--- src/rtl/pipe_ctrl_pkg.sv ---
`default_nettype none
// ============================================================================
// Module      : pipe_ctrl_pkg
// Description : Shared types and constants for the pipeline controller:
//               FSM state encoding, default counter width and memory
//               timeout, and the bundle of five pipeline control strobes
//               with its canonical values.
// Revision    : 1.0 - initial release
// ============================================================================
package pipe_ctrl_pkg;

  localparam int c_cnt_w_default       = 16;
  localparam int c_mem_timeout_default = 255;

  typedef enum logic [1:0] {
    ST_RUN        = 2'd0,
    ST_MEM_WAIT   = 2'd1,
    ST_LOAD_STALL = 2'd2
  } state_e;

  // Field order matches the bit order used when the strobes are viewed as a
  // 5-bit word: {PCWrite, IF_ID_Write, IF_ID_Flush, ID_EX_Bubble, EX_MEM_Hold}.
  typedef struct packed {
    logic pc_write;
    logic if_id_write;
    logic if_id_flush;
    logic id_ex_bubble;
    logic ex_mem_hold;
  } ctrl_t;

  localparam ctrl_t c_ctrl_pass   = 5'b11000; // normal flow
  localparam ctrl_t c_ctrl_freeze = 5'b00001; // data memory not ready
  localparam ctrl_t c_ctrl_flush  = 5'b11110; // taken branch squashes IF/ID and ID/EX
  localparam ctrl_t c_ctrl_stall  = 5'b00010; // load-use: hold front end, bubble ID/EX

endpackage : pipe_ctrl_pkg
`default_nettype wire

--- src/rtl/sat_counter.sv ---
`default_nettype none
// ============================================================================
// Module      : sat_counter
// Description : Saturating up-counter with synchronous clear. The clear wins
//               over an increment in the same cycle; the count sticks at the
//               all-ones value instead of wrapping.
// Ports       : clk_i   - clock
//               rst_i   - asynchronous active-high reset
//               inc_i   - increment request
//               clr_i   - synchronous clear
//               count_o - current count
// Revision    : 1.0 - initial release
// ============================================================================
module sat_counter #(
  parameter int WIDTH = 16
) (
  input  logic             clk_i,
  input  logic             rst_i,
  input  logic             inc_i,
  input  logic             clr_i,
  output logic [WIDTH-1:0] count_o
);

  logic [WIDTH-1:0] count_q;

  always_ff @(posedge clk_i or posedge rst_i) begin
    if (rst_i) begin
      count_q <= '0;
    end else if (clr_i) begin
      count_q <= '0;
    end else if (inc_i && (count_q != {WIDTH{1'b1}})) begin
      count_q <= count_q + WIDTH'(1);
    end
  end

  assign count_o = count_q;

endmodule : sat_counter
`default_nettype wire

--- src/rtl/pipeline_ctrl.sv ---
`default_nettype none
// ============================================================================
// Module      : pipeline_ctrl
// Description : Pipeline stall/flush controller. Decodes memory-busy, taken
//               branch and load-use hazard events (in that priority) into
//               pipeline register enables, tracks a three-state FSM, keeps
//               saturating stall/flush performance counters and two sticky
//               error flags (hazard repeated during a load stall, memory wait
//               exceeding MEM_TIMEOUT cycles).
// Ports       : clk             - clock, rising edge
//               reset           - asynchronous active-high reset
//               hazard_detected - load-use hazard
//               branch_taken    - taken branch/jump resolved this cycle
//               dmem_busy       - data memory not ready
//               clear_counters  - synchronous clear of both perf counters
//               PCWrite, IF_ID_Write, IF_ID_Flush, ID_EX_Bubble,
//               EX_MEM_Hold     - combinational pipeline strobes
//               state           - current FSM state (RUN/MEM_WAIT/LOAD_STALL)
//               stall_count     - cycles with PCWrite low (saturating)
//               flush_count     - branch flushes (saturating)
//               protocol_err    - sticky: hazard seen while in LOAD_STALL
//               timeout_err     - sticky: MEM_WAIT reached MEM_TIMEOUT cycles
// Revision    : 1.0 - initial release
// ============================================================================
module pipeline_ctrl
  import pipe_ctrl_pkg::*;
#(
  parameter int MEM_TIMEOUT = c_mem_timeout_default,
  parameter int CNT_W       = c_cnt_w_default
) (
  input  logic             clk,
  input  logic             reset,
  input  logic             hazard_detected,
  input  logic             branch_taken,
  input  logic             dmem_busy,
  input  logic             clear_counters,
  output logic             PCWrite,
  output logic             IF_ID_Write,
  output logic             IF_ID_Flush,
  output logic             ID_EX_Bubble,
  output logic             EX_MEM_Hold,
  output logic [1:0]       state,
  output logic [CNT_W-1:0] stall_count,
  output logic [CNT_W-1:0] flush_count,
  output logic             protocol_err,
  output logic             timeout_err
);

  localparam int c_wait_w = (MEM_TIMEOUT < 1) ? 1 : $clog2(MEM_TIMEOUT + 1);
  localparam logic [c_wait_w-1:0] c_wait_max = c_wait_w'(MEM_TIMEOUT);

  state_e              state_q, state_d;
  logic [c_wait_w-1:0] wait_q, wait_d;
  logic                perr_q, perr_d;
  logic                terr_q, terr_d;

  ctrl_t               w_ctrl;
  logic                w_flush_inc;
  logic                w_stall_inc;

  // --------------------------------------------------------------------------
  // Event decode. MEM_WAIT with memory released and LOAD_STALL both fall
  // through to the same branch/hazard/pass evaluation as RUN; the only
  // state-specific differences are the wait counter and the repeated-hazard
  // case in LOAD_STALL.
  // --------------------------------------------------------------------------
  always_comb begin
    w_ctrl      = c_ctrl_pass;
    w_flush_inc = 1'b0;
    state_d     = ST_RUN;
    wait_d      = wait_q;
    perr_d      = perr_q;
    terr_d      = terr_q;

    if (dmem_busy) begin
      w_ctrl  = c_ctrl_freeze;
      state_d = ST_MEM_WAIT;
      if (state_q == ST_MEM_WAIT) begin
        if (wait_q != c_wait_max) begin
          wait_d = wait_q + c_wait_w'(1);
        end
        if (wait_d == c_wait_max) begin
          terr_d = 1'b1;
        end
      end else begin
        // Entering MEM_WAIT: the wait count starts fresh.
        wait_d = '0;
      end
    end else if (branch_taken) begin
      // Any simultaneous hazard is squashed by the flush itself.
      w_ctrl      = c_ctrl_flush;
      w_flush_inc = 1'b1;
    end else if (hazard_detected) begin
      if (state_q == ST_LOAD_STALL) begin
        // The stall already resolved the load-use; a second hazard is a
        // fault upstream. Let the pipeline advance and flag it.
        perr_d = 1'b1;
      end else begin
        w_ctrl  = c_ctrl_stall;
        state_d = ST_LOAD_STALL;
      end
    end
  end

  always_ff @(posedge clk or posedge reset) begin
    if (reset) begin
      state_q <= ST_RUN;
      wait_q  <= '0;
      perr_q  <= 1'b0;
      terr_q  <= 1'b0;
    end else begin
      state_q <= state_d;
      wait_q  <= wait_d;
      perr_q  <= perr_d;
      terr_q  <= terr_d;
    end
  end

  // Strobes are forced low for the whole reset window, whatever the inputs.
  assign PCWrite      = w_ctrl.pc_write     & ~reset;
  assign IF_ID_Write  = w_ctrl.if_id_write  & ~reset;
  assign IF_ID_Flush  = w_ctrl.if_id_flush  & ~reset;
  assign ID_EX_Bubble = w_ctrl.id_ex_bubble & ~reset;
  assign EX_MEM_Hold  = w_ctrl.ex_mem_hold  & ~reset;

  assign w_stall_inc  = ~w_ctrl.pc_write;

  sat_counter #(
    .WIDTH (CNT_W)
  ) u_stall_cnt (
    .clk_i   (clk),
    .rst_i   (reset),
    .inc_i   (w_stall_inc),
    .clr_i   (clear_counters),
    .count_o (stall_count)
  );

  sat_counter #(
    .WIDTH (CNT_W)
  ) u_flush_cnt (
    .clk_i   (clk),
    .rst_i   (reset),
    .inc_i   (w_flush_inc),
    .clr_i   (clear_counters),
    .count_o (flush_count)
  );

  assign state        = state_q;
  assign protocol_err = perr_q;
  assign timeout_err  = terr_q;

endmodule : pipeline_ctrl
`default_nettype wire

--- config.mk ---
export PLATFORM = sky130hd
export DESIGN_NAME = pipeline_ctrl
export DESIGN_NICKNAME = d
export VERILOG_FILES = /design/src/rtl/pipe_ctrl_pkg.sv /design/src/rtl/sat_counter.sv /design/src/rtl/pipeline_ctrl.sv
export SDC_FILE = /design/constraint.sdc
export NUM_CORES = 1
export LEC_CHECK = 0
export ABC_CLOCK_PERIOD_IN_PS = 3630
export CAP_MARGIN = 40
export CELL_PAD_IN_SITES_DETAIL_PLACEMENT = 1
export CELL_PAD_IN_SITES_GLOBAL_PLACEMENT = 2
export CORE_ASPECT_RATIO = 1.4
export CORE_MARGIN = 10
export CORE_UTILIZATION = 34
export CTS_CLUSTER_SIZE = 12
export DETAILED_ROUTE_END_ITERATION = 8
export GPL_ROUTABILITY_DRIVEN = 0
export PLACE_DENSITY = 0.86
export SLEW_MARGIN = 20
export SYNTH_ARGS = -nofsm -noshare
export SYNTH_HDL_FRONTEND = slang
export SYNTH_SLANG_ARGS = --single-unit
--- constraint.sdc ---
create_clock -name clk -period 3.63 [get_ports clk]
set_input_delay 0.726 -clock clk [delete_from_list [all_inputs] [get_ports clk]]
set_output_delay 0.726 -clock clk [all_outputs]
set_load 0.1 [all_outputs]
==> run_results.csv, run 1 <==
group,metric,value,unit
final_layout,ff_latch_area,1100,um^2
synthesis,syn_area_per_cell,9.28,um^2
pwr,p_per_area,293,nW/um^2
placed_design,placed_area,3620,um^2
placed_design,hpwl,5.84,mm
final_layout,nNetsFinal,357,
synthesis,synthSimpleGateAreaFrac,27.9,%
final_layout,multi_input_area,1340,um^2
grt,grt_start_max_net_pins,45,
clock_tree,numCtsBuffers,5,
status,outcome,"finished, final reports clean",
final_layout,n_antenna_cell,0,
final_layout,areaGrowthSynthToFinish,48.3,%
clock_tree,cts_sinks,44,
synthesis,yosys-top-cells-area,"dfrtp_1, xnor2_1, nor2_1",
final_layout,drive_above_1_share,18.6,%
worst_hold_path,hp-class,"reg2reg",
drt,dr.pass1.iters,4,
timing,fin_crit,3.04,ns
clock_tree,cts_resized,0,
die,die_area,11300,um^2
drt,avgRoutedWirePerCell,17.0,um
worst_setup_path,critPathArrivalTime,2.31,ns
timing,clock_skew,0.00737,ns
synthesis,yosys-mux-area-fraction,2.24,%
clock_tree,clk_pin_slew,0.08,ns
grt,grt_usage,13.9,%
timing,max-slew-margin-rel,56.4,%
timing,rsz0062_at_grt,"false",
grt,antenna_found_initial,0,
worst_setup_path,worstSetupEndpointType,"output port",
synthesis,synth_fp_nets,280,
drt,viasPerCell,5.28,
grt,grt_pass1_vias,2545,
clock_tree,cts_tree,"done",
synthesis,synth_edf_count,0,
job,cap_violations,0,
final_layout,utilization,51.3,%
synthesis,synth_area,2520,um^2
grt,grt_pass1_wl,13.0,mm
synthesis,synth_ff_type,"dfrtp_1",
die,io-pin-count,47,
clock_tree,insertion_delay,0.30,ns
drt,drt-total-wl,7.58,mm
synthesis,synth_top_area_share,43.8,%
synthesis,postSynthCellCount,271,
synthesis,synth_compound_area_share,12.7,%
timing,worst_pin_slew,0.655,ns
pwr,cellLeakagePower,0.00151,uW
synthesis,yosys_warnings,0,
drt,ant_nets,0,
drt,drc,0,
timing,finalCritPeriodShare,83.6,%
clock_tree,cts_root_buf,"clkbuf_8",
worst_setup_path,criticalPathCategory,"in2out",
synthesis,yosys.area_share.adder,1.49,%
worst_setup_path,crit_family,"buffers and inverters",
worst_setup_path,critPathRequiredTime,2.90,ns
synthesis,synthArstFlopShare,100,%
clock_tree,clk_path_buf_depth,2,
worst_setup_path,slowest_stage,"clkdlybuf4s50_1",
drt,drt_iter0_markers,107,
synthesis,netlist-cell-type-count,51,
grt,overflow,0,
drt,num_vias,2357,
die,coreArea,7270,um^2
worst_setup_path,crit_buf_inv,3,
synthesis,synth_top_family_by_area,"simple AND/OR/NAND/NOR gates",
synthesis,seq_area_frac_synth,43.8,%
synthesis,synth_xor_area_share,8.35,%
worst_setup_path,crit_fanout,14,
timing,clock.fmax,329,MHz
clock_tree,htreeDepth,2,
final_layout,fin_area,3730,um^2
timing,whs,0.471,ns
clock_tree,holdBufCountCts,0,
die,start_util,34.6,%
die,rows,37,
clock_tree,cts_setup_buffers,0,
die,fp.dieW,92.7,um
timing,drv_slew,0,
placed_design,place_inst,438,
timing,hold_viol_final,0,
die,die_h,122,um
synthesis,yosys_register_bits,44,
worst_setup_path,startpoint_type,"input port",
placed_design,port_buffers,46,
final_layout,final_cells,446,
final_layout,fill_cells,822,
worst_setup_path,cp_slowest_stage_delay,0.85,ns
synthesis,yosysTopAreaCell,"dfrtp_1",
worst_setup_path,crit_chain,"clkdlybuf4s50_1 -> inv_1 -> nor2_1 -> buf_12",
timing,setup_viol,0,
pwr,peakVddDrop,0.000137,V
==> per-stage QoR <==
step	power, uW	TNS (ns)	setup slack [ns]
after CTS	1110	0	0.579
after global placement	701	0	0.629
final	1090	0	0.594
after floorplan	650	-0.127	-0.127
after global routing	1130	0	0.459
after detailed placement	726	0	0.582
==> layout by cell type, fill, tap and decap left out, types with 10 or more instances in the layout <==
cell             count
and3_1              10
xnor2_1             21
dfrtp_1             44
clkdlybuf4s50_1     39
nand2_1             16
a21oi_1             11
nor2_1              39
nand3_1             12
o21ai_0             11
buf_8               33
==> worst paths after layout <==
check / slack [ns] / start / end / cells after the start
setup / recovery: 0.59 / dmem_busy / EX_MEM_Hold / 4
hold / removal: 0.47 / timeout_err / timeout_err / 1
setup reg to reg: 1.59 / wait_q[0] / timeout_err / 6
hold reg to reg: 0.47 / timeout_err / timeout_err / 1
max in group asynchronous: 2.21 / reset / wait_q[7] / 3
min in group asynchronous: 1.04 / reset / protocol_err / 3
==> Yosys cell counts (2+ instances only) <==
cell type	instances
nor4_1	8
buf_2	2
nor3_1	9
nand4_1	8
dfrtp_1	44
nand2_1	16
clkbuf_1	8
mux2i_1	3
xnor2_1	21
o31ai_1	4
nor2_1	39
and3_1	10
buf_4	2
nand2b_1	2
ha_1	3
inv_1	9
nor4b_1	2
o21bai_1	2
nand3_1	12
a31oi_1	5
nor2b_1	2
a211oi_1	5
o21ai_0	11
and4_1	2
a21oi_1	11
and2_1	4
xor2_1	3
==> registers in the layout (all words and copies together), names as in the netlist <==
register	cells
state	2
wait_q	8
protocol_err	1
u_stall_cnt.count_o	16
u_flush_cnt.count_o	16
timeout_err	1
==> worst register-to-register path: stages, from the launching register on <==
cell     delay [ns]
dfrtp_1        0.51
ha_1           0.32
nand4_1        0.23
nor2_1         0.27
mux2i_1        0.28
nor3_1         0.08
a31o_2         0.26
==> power by group <==
group	internal, uW	switching (uW)	total (uW)
Combinational	64.4	133	197
Sequential	500	15.7	516
Clock	205	175	380
Total	769	324	1090
==> layer usage <==
metal | routed length [um] | GRT usage (%) | vias to the layer above
li1 | - | - | 1124
met1 | 3060 | 15.6 | 1177
met2 | 4130 | 25.6 | 44
met3 | 267 | 3.08 | 12
met4 | 128 | 4.26 | 0
met5 | 0 | 0 | -
==> cells by family (layout without fill, tap and decap cells) <==
| family | after synthesis | in the layout |
|---|---|---|
| XOR/XNOR | 24 | 24 |
| AO/OA/AOI/OAI | 49 | 49 |
| buffers and inverters | 21 | 99 |
| adder cells (fa/ha/maj) | 3 | 3 |
| flip-flops | 44 | 44 |
| multiplexers | 5 | 5 |
| AND/OR/NAND/NOR | 125 | 125 |
==> area by class of cell <==
class	instances	area share, %
clock inverters	2	0.939
multi-input cells	206	35.8
flip-flops and latches	44	29.5
clock buffers	6	1.95
inverters	9	0.905
well taps	97	3.25
repair buffers	82	27.6
Note: power is estimated with default switching activity, not from simulation.
==> run 2: changes to the inputs <==
--- a/config.mk
+++ b/config.mk
@@ -5,17 +5,17 @@
 export SDC_FILE = /design/constraint.sdc
 export NUM_CORES = 1
 export LEC_CHECK = 0
-export ABC_CLOCK_PERIOD_IN_PS = 3630
+export ABC_CLOCK_PERIOD_IN_PS = 3000
 export CAP_MARGIN = 40
 export CELL_PAD_IN_SITES_DETAIL_PLACEMENT = 1
 export CELL_PAD_IN_SITES_GLOBAL_PLACEMENT = 2
 export CORE_ASPECT_RATIO = 1.4
 export CORE_MARGIN = 10
-export CORE_UTILIZATION = 34
+export CORE_UTILIZATION = 32
 export CTS_CLUSTER_SIZE = 12
 export DETAILED_ROUTE_END_ITERATION = 8
 export GPL_ROUTABILITY_DRIVEN = 0
-export PLACE_DENSITY = 0.86
+export PLACE_DENSITY = 0.82
 export SLEW_MARGIN = 20
 export SYNTH_ARGS = -nofsm -noshare
 export SYNTH_HDL_FRONTEND = slang
==> constraint.sdc (replaced) <==
create_clock -name clk -period 3 [get_ports clk]
set_input_delay 0.6 -clock clk [delete_from_list [all_inputs] [get_ports clk]]
set_output_delay 0.6 -clock clk [all_outputs]
set_load 0.1 [all_outputs]
==> run 2 against run 1 <==
  * Clock-buffer cell count unchanged
  * Cell area is 15% lower
  * Register-to-register slack worse by 0.68 ns
  * Sequential power increased by 21%
  * Worst setup slack lost 0.061 ns
  * Clock skew is 0.0038 ns lower
==> run_results.csv, run 2 (synthesized netlist as in run 1, its figures left out) <==
group,metric,value,unit
status,outcome,"finished, final reports clean",
die,fp.dieW,94.9,um
timing,finalCritPeriodShare,82.2,%
timing,setup_viol,0,
pwr,p_per_area,413,nW/um^2
timing,worst_pin_slew,0.671,ns
pwr,p_int,911,uW
job,cap_violations,0,
clock_tree,cts_root_buf,"clkbuf_8",
clock_tree,clk_path_buf_depth,2,
timing,fin_crit,2.47,ns
timing,clock_skew,0.00360,ns
grt,grt_start_max_net_pins,45,
grt,grt_usage,12.7,%
worst_setup_path,crit_chain,"clkdlybuf4s50_1 -> inv_1 -> nor2_1 -> buf_12",
timing,fin_setup_tns,0,ns
final_layout,layout_common_cells,"dfrtp_1, buf_4, nor2_1",
die,die_h,125,um
placed_design,dp_slack,0.357,ns
worst_setup_path,criticalPathCategory,"in2out",
timing,fin_ws,0.533,ns
final_layout,fill_cells,912,
worst_setup_path,worstSetupEndpointType,"output port",
worst_setup_path,crit_fanout,8,
drt,num_vias,2179,
grt,grt_pass1_wl,12.0,mm
timing,rsz0062_at_grt,"false",
worst_setup_path,cp_slowest_stage_delay,0.61,ns
worst_setup_path,slowest_stage,"clkdlybuf4s50_1",
drt,dr.pass1.iters,4,
final_layout,nNetsFinal,325,
worst_setup_path,critPathRequiredTime,2.40,ns
worst_setup_path,critPathArrivalTime,1.87,ns
grt,overflow,0,
clock_tree,htreeDepth,2,
clock_tree,insertion_delay,0.31,ns
clock_tree,numCtsBuffers,5,
pwr,comb_power_share,16.6,%
pwr,peakVddDrop,0.000230,V
final_layout,drive_above_1_share,22.1,%
final_layout,n_antenna_cell,0,
worst_setup_path,startpoint_type,"input port",
placed_design,hpwl,5.37,mm
drt,drc,0,
pwr,switching_share,30.4,%
timing,hold_viol_final,0,
die,die_area,11900,um^2
clock_tree,holdBufCountCts,0,
final_layout,layout_commonest_cell,"dfrtp_1",
worst_setup_path,crit_family,"buffers and inverters",
timing,drv_slew,0,
drt,drt-total-wl,7.20,mm
worst_hold_path,hp-class,"reg2reg",
grt,grt_pass1_vias,2344,
pwr,clockPowerShare,35.7,%
final_layout,areaGrowthSynthToFinish,25.9,%
placed_design,port_buffers,46,
drt,drt_iter0_markers,55,
worst_setup_path,crit_buf_inv,3,
clock_tree,cts_resized,0,
die,start_util,32.7,%
die,rows,38,
pwr,switching_power,399,uW
drt,viasPerCell,5.23,
die,coreArea,7700,um^2
timing,max-slew-margin-rel,55.3,%
timing,clock.fmax,405,MHz
clock_tree,clk_pin_slew,0.09,ns
die,io-pin-count,47,
clock_tree,cts_sinks,44,
clock_tree,cts_setup_buffers,0,
clock_tree,cts_tree,"done",
pwr,cellLeakagePower,0.00133,uW
drt,avgRoutedWirePerCell,17.3,um
pwr,seq_power_share,47.7,%
grt,antenna_found_initial,0,
drt,ant_nets,0,
-- run 2: cell count changes in the layout (fill, tap and decap cells not counted), sizes merged --
cell,change
clkinvlp,+1
buf,+2
clkinv,-1
clkdlybuf4s50,-34
-- run 2: path summary, 6_finish.rpt --
| check | start | endpoint | slack [ns] | cells after the start |
|---|---|---|---|---|
| worst max register to register | wait_q[0] | timeout_err | 0.91 | 6 |
| worst min register to register | protocol_err | protocol_err | 0.48 | 1 |
| worst min-delay path | protocol_err | protocol_err | 0.48 | 1 |
| worst max-delay path | dmem_busy | EX_MEM_Hold | 0.53 | 4 |
| max in group asynchronous | reset | state[0] | 1.55 | 3 |
| min in group asynchronous | reset | timeout_err | 1.00 | 3 |
-- run 2: metal layers --
layer / vias to the layer above / GRT usage [%] / routed length [um]
li1: 1061 / - / -
met1: 1075 / 13.8 / 2940
met4: 0 / 4.77 / 107
met3: 6 / 4.46 / 448
met2: 37 / 21.8 / 3700
met5: - / 0 / 0
-- run 2: cell type report --
type	instances	area, um^2	share of cell area [%]
clock buffer	6	72.6	2.29
clock inverter	2	35.0	1.11
inverter	9	37.5	1.18
multi-input combinational	206	1340	42.4
sequential	44	1100	34.8
tap	100	125	3.95
timing repair buffer	50	450	14.2
-- run 2: worst reg2reg max path: stages (launching register included) --
cell     delay [ns]
dfrtp_1        0.50
ha_1           0.29
nand4_1        0.26
nor2_1         0.28
mux2i_1        0.27
nor3_1         0.11
a31o_2         0.26
-- run 2: power groups by stage --
stage	Combinational, uW	Sequential [uW]	Clock (uW)
finish	218	625	468
floorplan	88.1	700	0
global route	233	629	517
detailed placement	222	637	0
CTS	222	625	491
global placement	219	637	0
-- run 2: metrics by stage --
stage          cell area, um^2  cells  util, %  hold slack, ns  total power (uW)
2_1_floorplan             2540    271        -           0.533               788
3_3_place_gp              3060    409     39.7           0.462               856
3_5_place_dp              3060    409     39.7           0.464               859
4_1_cts                   3170    417     41.1           0.486              1340
5_1_grt                   3170    417     41.1           0.510              1380
6_report                  3170    417     41.1           0.484              1310
